--- config.mk ---
export PLATFORM = sky130hd
export DESIGN_NAME = fetch_queue
export DESIGN_NICKNAME = d
export VERILOG_FILES = /design/src/rtl/fetch_queue_pkg.sv /design/src/rtl/fetch_fifo_mem.sv /design/src/rtl/fetch_queue.sv
export SDC_FILE = /design/constraint.sdc
export NUM_CORES = 1
export LEC_CHECK = 0
export CAP_MARGIN = 20
export CORE_MARGIN = 2
export CORE_UTILIZATION = 55
export DETAILED_ROUTE_END_ITERATION = 6
export PLACE_DENSITY = 0.77
export SYNTH_ARGS = -nofsm -noshare
export SYNTH_HDL_FRONTEND = slang
export SYNTH_HIERARCHICAL = 1
export SYNTH_SLANG_ARGS = --single-unit
--- constraint.sdc ---
create_clock -name clk -period 2.7 [get_ports clk]
set_input_delay 0.675 -clock clk [delete_from_list [all_inputs] [get_ports clk]]
set_output_delay 0.675 -clock clk [all_outputs]
set_load 0.01 [all_outputs]
--- src/rtl/fetch_queue_pkg.sv ---
// Shared fetch-stage types: address/instruction widths and the {pc, instr} entry
// handed from fetch to decode.
package fetch_queue_pkg;

  localparam int unsigned AW = 16;
  localparam int unsigned IW = 16;

  typedef struct packed {
    logic [AW-1:0] pc;
    logic [IW-1:0] instr;
  } fetch_entry_t;

  localparam fetch_entry_t FetchEntryRst = '0;

endpackage

--- src/rtl/fetch_fifo_mem.sv ---
// DEPTH x WIDTH register array for the fetch queue: one write port, one
// asynchronous read port. Contents reset to zero so the head reads 0 after reset.
module fetch_fifo_mem
  import fetch_queue_pkg::*;
#(
  parameter int unsigned DEPTH = 4,
  parameter int unsigned WIDTH = AW + IW,
  localparam int unsigned PW = $clog2(DEPTH)
) (
  input  logic             clk,
  input  logic             reset,
  input  logic             wr_en,
  input  logic [PW-1:0]    wr_addr,
  input  logic [WIDTH-1:0] wr_data,
  input  logic [PW-1:0]    rd_addr,
  output logic [WIDTH-1:0] rd_data
);

  logic [WIDTH-1:0] mem_q [DEPTH];

  always_ff @(posedge clk or negedge reset) begin
    if (!reset) begin
      for (int i = 0; i < int'(DEPTH); i++) begin
        mem_q[i] <= WIDTH'(FetchEntryRst);
      end
    end else if (wr_en) begin
      mem_q[wr_addr] <= wr_data;
    end
  end

  assign rd_data = mem_q[rd_addr];

endmodule

--- src/rtl/fetch_queue.sv ---
// Instruction-fetch queue: issues one imem read per credit, captures the word one
// cycle later with its PC, and presents {pc, instr} to decode via valid/ready.
module fetch_queue
  import fetch_queue_pkg::*;
#(
  parameter int unsigned DEPTH = 4,
  parameter int unsigned AW    = fetch_queue_pkg::AW,
  parameter int unsigned IW    = fetch_queue_pkg::IW
) (
  input  logic                   clk,
  input  logic                   reset,
  input  logic [AW-1:0]          pc_in,
  output logic                   pc_en,
  output logic                   imem_rd_en,
  output logic [AW-1:0]          imem_addr,
  input  logic [IW-1:0]          imem_rdata,
  input  logic                   flush,
  output logic                   out_valid,
  input  logic                   out_ready,
  output logic [AW-1:0]          out_pc,
  output logic [IW-1:0]          out_instr,
  output logic [$clog2(DEPTH):0] count
);

  localparam int unsigned PW = $clog2(DEPTH);
  localparam int unsigned CW = PW + 1;

  if (DEPTH < 2 || (DEPTH & (DEPTH - 1)) != 0) begin : g_depth_check
    $error("fetch_queue: DEPTH must be a power of two, at least 2");
  end

  logic [PW-1:0]    rd_ptr_q, rd_ptr_d;
  logic [PW-1:0]    wr_ptr_q, wr_ptr_d;
  logic [CW-1:0]    count_q, count_d;
  logic             inflight_q;
  logic             squash_q, squash_d;
  logic [AW-1:0]    issued_pc_q;
  logic             credit;
  logic             push;
  logic             pop;
  logic [AW+IW-1:0] rd_data;

  // Conservative credit: the in-flight return must always find a free slot, and a
  // same-cycle pop is not counted so the issue path never depends on out_ready.
  assign credit     = (32'(count_q) + 32'(inflight_q)) < DEPTH;
  assign imem_rd_en = reset & ~flush & credit;
  assign pc_en      = imem_rd_en;
  assign imem_addr  = pc_in;

  assign out_valid  = (count_q != '0);
  assign pop        = out_valid & out_ready & ~flush;
  assign push       = inflight_q & ~squash_q & ~flush;

  always_comb begin
    rd_ptr_d = rd_ptr_q;
    wr_ptr_d = wr_ptr_q;
    count_d  = count_q;
    squash_d = squash_q;
    if (flush) begin
      rd_ptr_d = '0;
      wr_ptr_d = '0;
      count_d  = '0;
      squash_d = 1'b1;
    end else begin
      rd_ptr_d = rd_ptr_q + PW'(pop);
      wr_ptr_d = wr_ptr_q + PW'(push);
      count_d  = count_q + CW'(push) - CW'(pop);
      // A fresh issue after a redirect belongs to the new stream.
      if (imem_rd_en) begin
        squash_d = 1'b0;
      end
    end
  end

  always_ff @(posedge clk or negedge reset) begin
    if (!reset) begin
      rd_ptr_q    <= '0;
      wr_ptr_q    <= '0;
      count_q     <= '0;
      inflight_q  <= 1'b0;
      squash_q    <= 1'b0;
      issued_pc_q <= '0;
    end else begin
      rd_ptr_q    <= rd_ptr_d;
      wr_ptr_q    <= wr_ptr_d;
      count_q     <= count_d;
      inflight_q  <= imem_rd_en;
      squash_q    <= squash_d;
      issued_pc_q <= pc_in;
    end
  end

  fetch_fifo_mem #(
    .DEPTH(DEPTH),
    .WIDTH(AW + IW)
  ) u_mem (
    .clk    (clk),
    .reset  (reset),
    .wr_en  (push),
    .wr_addr(wr_ptr_q),
    .wr_data({issued_pc_q, imem_rdata}),
    .rd_addr(rd_ptr_q),
    .rd_data(rd_data)
  );

  assign out_pc    = rd_data[AW+IW-1:IW];
  assign out_instr = rd_data[IW-1:0];
  assign count     = count_q;

  a_no_overflow: assert property (@(posedge clk) disable iff (!reset)
    !(push && !pop && count_q == CW'(DEPTH)));

  a_full_no_issue: assert property (@(posedge clk) disable iff (!reset)
    (count_q == CW'(DEPTH)) |-> !imem_rd_en);

endmodule

==> results of run 1 <==
-- critical path: stages (launching register included) --
cell           delay, ns
dfrtp_2             0.41
buf_12              0.23
mux4_2              0.56
dlygate4sd2_1       0.31
-- cells in the final DEF, fill, tap and decap left out, types with 5 or more instances in the layout --
cell             instances
dfrtp_1                151
buf_4                   11
ha_1                     5
clkinvlp_4               6
dlygate4sd2_1           24
mux4_2                  32
clkdlybuf4s50_1         54
nor2_1                   5
dlymetal6s2s_1           8
buf_12                   6
mux2_2                 126
clkbuf_16               17
-- area by class of cell --
type                    count  area, sq um
flip-flops and latches    153         3830
clock inverters            11          149
repair buffers            106         1070
inverters                   3         11.3
multi-input cells         193         2440
clock buffers              20          447
well taps                 143          179
fillers                   761         3340
-- final timing paths --
kind	from	end
max	rd_ptr_q[0]	out_pc[2]
min	reset	u_mem/mem_q[101]
max reg2reg	count[1]	count[2]
min reg2reg	u_mem/mem_q[125]	u_mem/mem_q[125]
max in group asynchronous	reset	u_mem/mem_q[112]
min in group clk	u_mem/mem_q[125]	u_mem/mem_q[125]
-- where the power goes --
part           leakage (nW)  internal (W)  total (W)  switching, W
registers              2.03       0.00262    0.00280      0.000186
clock network         0.270       0.00147    0.00236      0.000886
logic                  1.60       0.00100    0.00162      0.000623
-- state kept, by name, summed over array words and instances, names as in the netlist --
register     cells
wr_ptr_q         2
squash_q         1
issued_pc_q     16
count            3
u_mem/mem_q    128
rd_ptr_q         2
inflight_q       1
-- synth_stat cells (all sizes together) (2+ instances only) --
cell type and instances:
dfrtp 153, nand3b 2, nand2 3, xnor2 3
mux2 128, inv 3, nor2b 3, mux4 32
nor2 6, buf 37, ha 5
-- stage by stage --
| stage | instances | setup WS, ns |
|---|---|---|
| CTS | 629 | -0.0298 |
| detailed placement | 598 | 0.00275 |
| floorplan | 386 | 0.497 |
| global route | 629 | 0.0249 |
| global placement | 598 | 0.0307 |
| finish | 629 | 0.0974 |
-- per-layer routing --
layer | GRT usage, % | routed length (microns) | share of wire [%] | up-vias
met5 | 0 | 0 | 0 | -
met2 | 35.0 | 6340 | 52 | 80
li1 | - | - | - | 1582
met3 | 5.36 | 453 | 3.7 | 11
met1 | 28.2 | 5370 | 44 | 1882
met4 | 7.15 | 136 | 1.1 | 0
-- cell families after synthesis --
logic type                 after synthesis  synth area share [%]
adders and majority gates                6                  1.27
and+or+nand+nor                         22                  2.02
DFF                                    153                  58.9
xor gates and xnor gates                 3                 0.404
muxes                                  160                  33.2
buffers and inverters                   40                  3.85
AOI/OAI and AO/OA                        2                 0.327
==> results by group, run 1 <==
Synthesis
  – Share of the synthesized area in the top cell type: 58.9%
  – Post-synthesis sequential area ratio: 58.9%
  – Cells after Synth: 386
  – YS warnings: 6
  – Mapped Area: about 6500 sq um
  – Ys async rst share: between 90% and 100%
  – Top cell type by total area after synthesis: dfrtp_1
  – Area contributors post-synth: dfrtp_1 (59%), mux2_2 (22%), mux4_2 (11%)
  – Flops & latches, synth: between 150 and 200
  – Syn Nets: 428
  – Post-synth EDFFs: 0
  – Top_reg_cell synth: dfrtp_1
  – Unique cell type count in the Yosys netlist: 25
  – Syn_area_per_cell: roughly 17 sq um

Clock network
  – Cts repair resizes: 30
  – Clk buf depth: 2
  – Root buffer cell: clkbuf_16
  – Worst-Skew Late Latency: slightly above 0.4 ns
  – # hold bufs at CTS: 0
  – Post-CTS setup buffer count: 0
  – CTS buffer count: 17
  – Clock sinks: approximately 150
  – CTS tree: done
  – H-tree levels: 4
  – Reg clk slew, reported paths: approximately 0.05 ns

Placement
  – Placed inst area: 7540 sq um
  – Post-DP HPWL: around 7.6 mm
  – GPL Wtd Cong: around 0.76
  – PortBufs: between 80 and 90

Setup path
  – R2R setup slack: ~0.39 ns
  – Critical Path Fanout Max: 22
  – Crit path DAT: roughly 1.9 ns
  – Setup CP Type: reg -> out
  – CP Capture Type: output port
  – CP Launch Type: flop
  – Reg2Reg Depth: 10
  – Req. time, crit path: between 2 and 2.5 ns

STA
  – Tightest Pin Transition: around 0.86 ns
  – Final Skew: approximately 0.0077 ns
  – Final Max Tran Viols: 0
  – Slew margin rel.: between 40 and 50%
  – Setup_tns: 0 ns
  – Hold Violations, Final: 0
  – Fin crit period: 2.60 ns
  – Fin crit share: a little over nine tenths
  – RSZ-0062 raised after global routing: no
  – # setup viols final: 0
  – Hold WS: approximately 0.35 ns
  – Fmax: 384 MHz

Flow run
  – Max cap viols: 0

Routing
  – First-pass iteration count of the detailed router: 4
  – WL final: 12.3 mm
  – Mean routed wirelength per cell: approximately 20 microns
  – DRT iter0 DRCs: between 150 and 200
  – Average via count per standard cell: 5.65
  – Antenna Nets Post-Route: 0
  – DRC violation count after routing: 0
  – Total number of vias: about 3,600

Layout
  – Fin area: slightly above 8000 sq um
  – N_diodes: 0
  – Share of cells above drive strength 1: 44.0%
  – Post-layout nets: between 500 and 600
  – Layout Utilization: a little under three quarters
  – Area Growth Syn to Fin: 25.0%

Floorplan
  – Die width: about 110 microns
  – Placeable Area: between 10,000 and 15,000 sq um
  – Top Ports: 90
  – Initial core utilization: between 50% and 60%
  – Die area: 12,700 sq um
  – Row count: 39
  – Die Y: ~110 microns

GRT
  – Largest net degree at the start of global routing: 155
  – Total Routing Usage GR: 21.3%
  – Vias in the first global route: 4,073
  – GRT overflow: 0
  – Antenna violations before repair: 0
  – Global-route wire length before repair: 20.7 mm

Pwr
  – Pwr/cell area: 835 nW/um^2
  – Maximum vdd ir drop: approximately 0.0007 V
  – Leakage Power: a little under 4 nW
  – Total Power: around 0.0068 W

Outcome
  – Status: finished, final reports clean

Min path
  – Hold Crit Class: in -> async
(Power assumes the default switching activity.)
==> run 2, diff against run 1 <==
CORE_ASPECT_RATIO = 0.9   (was unset)
CORE_MARGIN = unset   (was 2)
==> run 2 against run 1 <==
Against the previous run: combinational power about the same; cell area increased by 0.92%; non-clock buffer count unchanged; core utilization increased by 0.57 points; first-iteration DRC count increased by 15%; clock power increased by 2%; power increased by 0.84%; fmax decreased by 1.0%.
==> results by group, run 2 (same netlist as run 1, synthesis figures left out) <==
STA
  – Hold Violations, Final: 0 (unchanged)
  – RSZ-0062 raised after global routing: no (unchanged)
  – Fin crit period: 2.63 ns (was 2.60 ns)
  – Hold WS: 0.398 ns (was 0.350 ns)
  – Final worst slack: 0.0709 ns (was 0.0974 ns)
  – # setup viols final: 0 (unchanged)
  – Final Skew: 0.00616 ns (was 0.00770 ns)
  – Fin crit share: 97.4% (was 96.4%)
  – Fmax: 380 MHz (was 384 MHz)
  – Tightest Pin Transition: 0.822 ns (was 0.857 ns)
  – Final Max Tran Viols: 0 (unchanged)
  – Slew margin rel.: 45.2% (was 42.8%)

Layout
  – Biggest register: u_mem/mem_q (unchanged)
  – Share of cells above drive strength 1: 43.9% (was 44.0%)
  – Non-Filler Instances: 643 (was 629)
  – Number of flip-flops in the largest register: 128 (unchanged)
  – Layout Utilization: 71.5% (was 70.9%)
  – Commonest non-fill, non-tap cell in the layout: dfrtp_1 (unchanged)
  – Area of the multi-input gates: 2440 sq um (unchanged)
  – Area Growth Syn to Fin: 26.2% (was 25.0%)
  – N_diodes: 0 (unchanged)
  – FILL cells: 788 (was 761)
  – Register area: 3830 sq um (unchanged)
  – Most frequent cells in the layout: dfrtp_1 (151), mux2_2 (126), clkdlybuf4s50_1 (54) (unchanged)
  – Post-layout nets: 516 (unchanged)

Routing
  – WL final: 12.4 mm (was 12.3 mm)
  – Antenna Nets Post-Route: 0 (unchanged)
  – First-pass iteration count of the detailed router: 4 (unchanged)
  – DRC violation count after routing: 0 (unchanged)
  – Mean routed wirelength per cell: 19.3 microns (was 19.6 microns)
  – Total number of vias: 3,539 (was 3,555)
  – DRT iter0 DRCs: 205 (was 179)
  – Average via count per standard cell: 5.50 (was 5.65)

Placement
  – PortBufs: 89 (unchanged)
  – GPL Wtd Cong: 0.777 (was 0.756)
  – # placed instances: 610 (was 598)
  – Pre-CTS WS: -0.0616 ns (was 0.00275 ns)
  – Post-DP HPWL: 7.56 mm (was 7.59 mm)

Setup path
  – Critical Path End: out_pc[10] (was out_pc[2])
  – Req. time, crit path: 2.03 ns (about the same)
  – Crit path DAT: 1.95 ns (was 1.93 ns)
  – Worst R2R End: count[2] (unchanged)
  – R2R setup slack: 0.39 ns (about the same)
  – CP startpoint: rd_ptr_q[0] (unchanged)
  – CP Launch Type: flop (unchanged)
  – Reg2Reg Depth: 10 (unchanged)
  – CP Capture Type: output port (unchanged)
  – Crit Reg-Reg Startpoint: count[1] (unchanged)
  – Setup CP Type: reg -> out (unchanged)
  – Critical Path Fanout Max: 12 (was 22)

Outcome
  – Status: finished, final reports clean (unchanged)

Pwr
  – Flop pwr share: 40.9% (was 41.3%)
  – Switching portion of total power: 25.0% (about the same)
  – Int Power: 0.00513 W (was 0.00509 W)
  – Maximum vdd ir drop: 0.000530 V (was 0.000712 V)
  – Comb pwr share: 24.1% (was 23.9%)
  – Clk network pwr share: 35.0% (was 34.7%)
  – Pwr/cell area: 834 nW/um^2 (was 835 nW/um^2)
  – Sw Pwr: 0.00171 W (was 0.00169 W)
  – Leakage Power: 3.94 nW (was 3.90 nW)
  – Total Power: 0.00684 W (was 0.00679 W)

GRT
  – Met3 usage: 6.03% (was 5.36%)
  – Global-route wire length before repair: 20.4 mm (was 20.7 mm)
  – Antenna violations before repair: 0 (unchanged)
  – GRT overflow: 0 (unchanged)
  – Routing usage on met1: 31.8% (was 28.2%)
  – Global-route met2 utilization: 35.0% (about the same)
  – Vias in the first global route: 3,964 (was 4,073)
  – Total Routing Usage GR: 22.7% (was 21.3%)
  – Largest net degree at the start of global routing: 155 (unchanged)
  – Gr busiest metal: met2 (unchanged)

Clock network
  – Root buffer cell: clkbuf_16 (unchanged)
  – Post-CTS setup buffer count: 0 (unchanged)
  – CTS buffer count: 17 (unchanged)
  – H-tree levels: 4 (unchanged)
  – Reg clk slew, reported paths: 0.06 ns (was 0.05 ns)
  – CTS tree: done (unchanged)
  – # hold bufs at CTS: 0 (unchanged)
  – Worst-Skew Late Latency: 0.41 ns (about the same)
  – Clock sinks: 153 (unchanged)
  – Clk buf depth: 2 (unchanged)

Floorplan
  – Die area: 12,300 sq um (was 12,700 sq um)
  – Placeable Area: 11,500 sq um (about the same)
  – Row count: 37 (was 39)
  – Initial core utilization: 56.6% (was 56.7%)
  – Die width: 117 microns (was 113 microns)
  – Die Y: 105 microns (was 113 microns)
  – Top Ports: 90 (unchanged)

Flow run
  – Max cap viols: 0 (unchanged)

Min path
  – Hold Crit Class: in -> async (unchanged)
-- run 2: changes by cell type in the layout (fill, tap and decap cells not counted), sizes merged --
cell,change
clkbuf,-1
dlygate4sd2,+2
inv,+1
buf,-1
clkinv,+4
clkinvlp,-4
-- run 2: final cells by class --
class / count / share of cell area, %
Multi-Input combinational cell: 193 / 29.7
Clock buffer: 20 / 5.57
Inverter: 3 / 0.137
Sequential cell: 153 / 46.7
Clock inverter: 12 / 1.80
Tap cell: 156 / 2.38
Timing Repair Buffer: 106 / 13.7
-- run 2: worst min path at each step --
stage,endpoint,slack [ns],cells past startpoint
2_1_floorplan,count[0],0.38,0
3_3_place_gp,u_mem/mem_q[125],0.47,1
3_5_place_dp,u_mem/mem_q[124],0.48,1
4_1_cts,u_mem/mem_q[70],0.47,2
5_1_grt,u_mem/mem_q[104],0.51,2
6_report,u_mem/mem_q[102],0.40,2
-- run 2: per-layer routing --
metal,routed length [microns],vias up
li1,-,1581
met1,5790,1864
met2,6020,81
met3,453,13
met4,145,0
met5,0,-
-- run 2: worst max-delay path: stages (launching register included) --
cell and delay [ns]:
dfrtp_2 0.48, buf_12 0.20, mux4_2 0.54, dlygate4sd2_1 0.31
-- run 2: through the flow --
stage / setup TNS, ns / cell area, sq um
3_5_place_dp: -0.184 / 7570
3_3_place_gp: 0 / 7570
4_1_cts: -0.0496 / 8150
5_1_grt: 0 / 8200
6_report: 0 / 8200
2_1_floorplan: 0 / 6500
-- run 2: power by group through the flow --
stage | sequential, W | combinational (W) | clock (W)
floorplan | 0.00277 | 0.000972 | 0
global placement | 0.00281 | 0.00179 | 0
detailed placement | 0.00283 | 0.00182 | 0
CTS | 0.00279 | 0.00168 | 0.00245
global route | 0.00284 | 0.00178 | 0.00256
finish | 0.00280 | 0.00165 | 0.00240
-- run 2: repair_timing --
action | 4_1_cts | 5_1_grt
setup endpoints to repair | 34 | 11
cloned | 0 | 1
gates resized for setup | 28 | 10
==> run 3, diff against run 2 <==
ABC_AREA = 0   (was unset)
PLACE_DENSITY = 0.89   (was 0.77)
==> run 3 against run 2 <==
Against the previous run: final cell count is 0.16% higher; first-iteration DRC count is 34% higher; cell area is 1.2% higher; core utilization is 0.87 points higher; combinational power hardly changed; clock-buffer cell count stayed put; register-to-register slack better by 0.03 ns; fmax is 2.7% higher.
==> results by group, run 3 (same netlist as run 1, synthesis figures left out) <==
Outcome
  – Status: finished, final reports clean (unchanged)

Min path
  – Hold Crit Class: in -> async (unchanged)

Routing
  – Mean routed wirelength per cell: 20.8 microns (was 19.3 microns)
  – WL final: 13.4 mm (was 12.4 mm)
  – DRC violation count after routing: 0 (unchanged)
  – DRT iter0 DRCs: 274 (was 205)
  – Average via count per standard cell: 5.75 (was 5.50)
  – First-pass iteration count of the detailed router: 4 (unchanged)
  – Total number of vias: 3,701 (was 3,539)
  – Antenna Nets Post-Route: 0 (unchanged)

Setup path
  – Family with the most delay on the worst path: multiplexers (unchanged)
  – Slowest Stage Delay on Critical Path: 0.55 ns (was 0.54 ns)
  – CP cell instances: buf_12, mux4_2, dlygate4sd2_1 (unchanged)
  – CP Capture Type: output port (unchanged)
  – CP Launch Type: flop (unchanged)
  – Req. time, crit path: 2.03 ns (about the same)
  – Critical Path Fanout Max: 17 (was 12)
  – Setup CP Type: reg -> out (unchanged)
  – Slowest cell on the critical path: mux4_2 (unchanged)
  – Crit path DAT: 1.89 ns (was 1.95 ns)
  – CP bufs+invs: 2 (unchanged)

STA
  – Setup_tns: 0 ns (unchanged)
  – Fin crit period: 2.56 ns (was 2.63 ns)
  – Final Skew: 0.00873 ns (was 0.00616 ns)
  – Slew margin rel.: 54.7% (was 45.2%)
  – Fmax: 390 MHz (was 380 MHz)
  – Tightest Pin Transition: 0.680 ns (was 0.822 ns)
  – RSZ-0062 raised after global routing: no (unchanged)
  – Final Max Tran Viols: 0 (unchanged)
  – # setup viols final: 0 (unchanged)
  – Hold Violations, Final: 0 (unchanged)
  – Fin crit share: 94.8% (was 97.4%)

Clock network
  – H-tree levels: 4 (unchanged)
  – # hold bufs at CTS: 0 (unchanged)
  – Reg clk slew, reported paths: 0.06 ns (about the same)
  – Worst-Skew Late Latency: 0.41 ns (about the same)
  – Post-CTS setup buffer count: 0 (unchanged)
  – CTS buffer count: 17 (unchanged)
  – Clk buf depth: 2 (unchanged)
  – Clock sinks: 153 (unchanged)
  – Cts repair resizes: 34 (was 28)
  – CTS tree: done (unchanged)
  – Root buffer cell: clkbuf_16 (unchanged)

Pwr
  – Clk network pwr share: 38.6% (was 35.0%)
  – Pwr/cell area: 870 nW/um^2 (was 834 nW/um^2)
  – Maximum vdd ir drop: 0.000517 V (was 0.000530 V)
  – Switching portion of total power: 24.2% (was 25.0%)
  – Flop pwr share: 38.9% (was 40.9%)
  – Total Power: 0.00722 W (was 0.00684 W)
  – Sw Pwr: 0.00175 W (was 0.00171 W)
  – Comb pwr share: 22.4% (was 24.1%)
  – Leakage Power: 3.94 nW (about the same)
  – Int Power: 0.00547 W (was 0.00513 W)

Layout
  – Commonest non-fill, non-tap cell in the layout: dfrtp_1 (unchanged)
  – Number of flip-flops in the largest register: 128 (unchanged)
  – N_diodes: 0 (unchanged)
  – Most frequent cells in the layout: dfrtp_1 (150), mux2_2 (126), clkdlybuf4s50_1 (54) (was dfrtp_1 (151), mux2_2 (126), clkdlybuf4s50_1 (54))
  – Post-layout nets: 518 (was 516)
  – Biggest register: u_mem/mem_q (unchanged)
  – Area Growth Syn to Fin: 27.7% (was 26.2%)
  – Share of cells above drive strength 1: 44.7% (was 43.9%)

Flow run
  – Max cap viols: 0 (unchanged)

GRT
  – Global-route wire length before repair: 21.4 mm (was 20.4 mm)
  – Total Routing Usage GR: 23.9% (was 22.7%)
  – Largest net degree at the start of global routing: 91 (was 155)
  – Antenna violations before repair: 0 (unchanged)
  – Vias in the first global route: 4,169 (was 3,964)
  – GRT overflow: 0 (unchanged)

Placement
  – PortBufs: 89 (unchanged)
  – Post-DP HPWL: 8.18 mm (was 7.56 mm)
  – GPL Wtd Cong: 0.764 (was 0.777)

Floorplan
  – Die Y: 105 microns (unchanged)
  – Placeable Area: 11,500 sq um (unchanged)
  – Top Ports: 90 (unchanged)
  – Initial core utilization: 56.6% (unchanged)
  – Row count: 37 (unchanged)
  – Die width: 117 microns (unchanged)
  – Die area: 12,300 sq um (unchanged)
-- run 3: changes by cell type in the layout (fill, tap and decap cells not counted) --
| cell | previous run | this run |
|---|---|---|
| bufinv_16 | 3 | 7 |
| buf_16 | 0 | 1 |
| clkinv_4 | 1 | 2 |
| dfrtp_1 | 151 | 150 |
| clkinvlp_4 | 2 | 0 |
| dlymetal6s2s_1 | 8 | 0 |
| dlygate4sd2_1 | 26 | 32 |
| clkbuf_16 | 18 | 17 |
| buf_12 | 8 | 10 |
| dfrtp_2 | 2 | 3 |
| clkinv_2 | 5 | 1 |
| clkbuf_2 | 0 | 2 |
-- run 3: worst paths after layout --
path,from,end,slack (ns),cells past startpoint
max,rd_ptr_q[0],out_pc[15],0.14,3
min,reset,issued_pc_q[14],0.06,1
max reg2reg,count[1],count[2],0.42,10
min reg2reg,u_mem/mem_q[125],u_mem/mem_q[125],0.50,1
max in group asynchronous,reset,u_mem/mem_q[124],1.76,2
min in group clk,u_mem/mem_q[125],u_mem/mem_q[125],0.50,1
-- run 3: routing by layer --
| metal | GRT usage [%] | wire (microns) | share of wire [%] |
|---|---|---|---|
| met4 | 6.51 | 78 | 0.58 |
| met5 | 0 | 0 | 0 |
| met1 | 30.2 | 5590 | 42 |
| met2 | 41.0 | 7150 | 53 |
| met3 | 5.74 | 580 | 4.3 |
-- run 3: power groups by stage --
stage                     Clock [W]  Combinational, W  Sequential [W]
after floorplan                   0          0.000972         0.00277
after global placement            0           0.00179         0.00281
after detailed placement          0           0.00184         0.00284
after CTS                   0.00282           0.00164         0.00281
after global routing        0.00292           0.00175         0.00285
final                       0.00279           0.00162         0.00281
-- run 3: stage by stage --
stage / hold slack [ns] / cells / cell area (sq um) / utilization [%] / worst slack [ns]
finish: 0.0629 / 644 / 8300 / 72.3 / 0.139
global route: 0.0491 / 644 / 8300 / 72.3 / 0.0609
CTS: 0.0498 / 643 / 8280 / 72.1 / 0.00341
detailed placement: 0.487 / 612 / 7620 / 66.4 / 0.0206
global placement: 0.465 / 612 / 7620 / 66.4 / 0.0554
floorplan: 0.379 / 386 / 6500 / - / 0.497
-- run 3: area by class of cell --
cell class | instances | area (sq um)
Timing Repair Buffer | 108 | 1130
Fill cell | 751 | 3180
Tap cell | 156 | 195
Multi-Input combinational cell | 193 | 2440
Clock buffer | 20 | 457
Clock inverter | 11 | 241
Inverter | 3 | 11.3
Sequential cell | 153 | 3830
-- run 3: worst register-to-register path: stages (launching register included) --
cell     delay [ns]
dfrtp_1        0.38
buf_4          0.16
or3_4          0.33
and3b_1        0.21
ha_1           0.28
inv_1          0.06
ha_1           0.12
inv_1          0.04
fa_1           0.37
xnor2_1        0.15
nor2_1         0.06
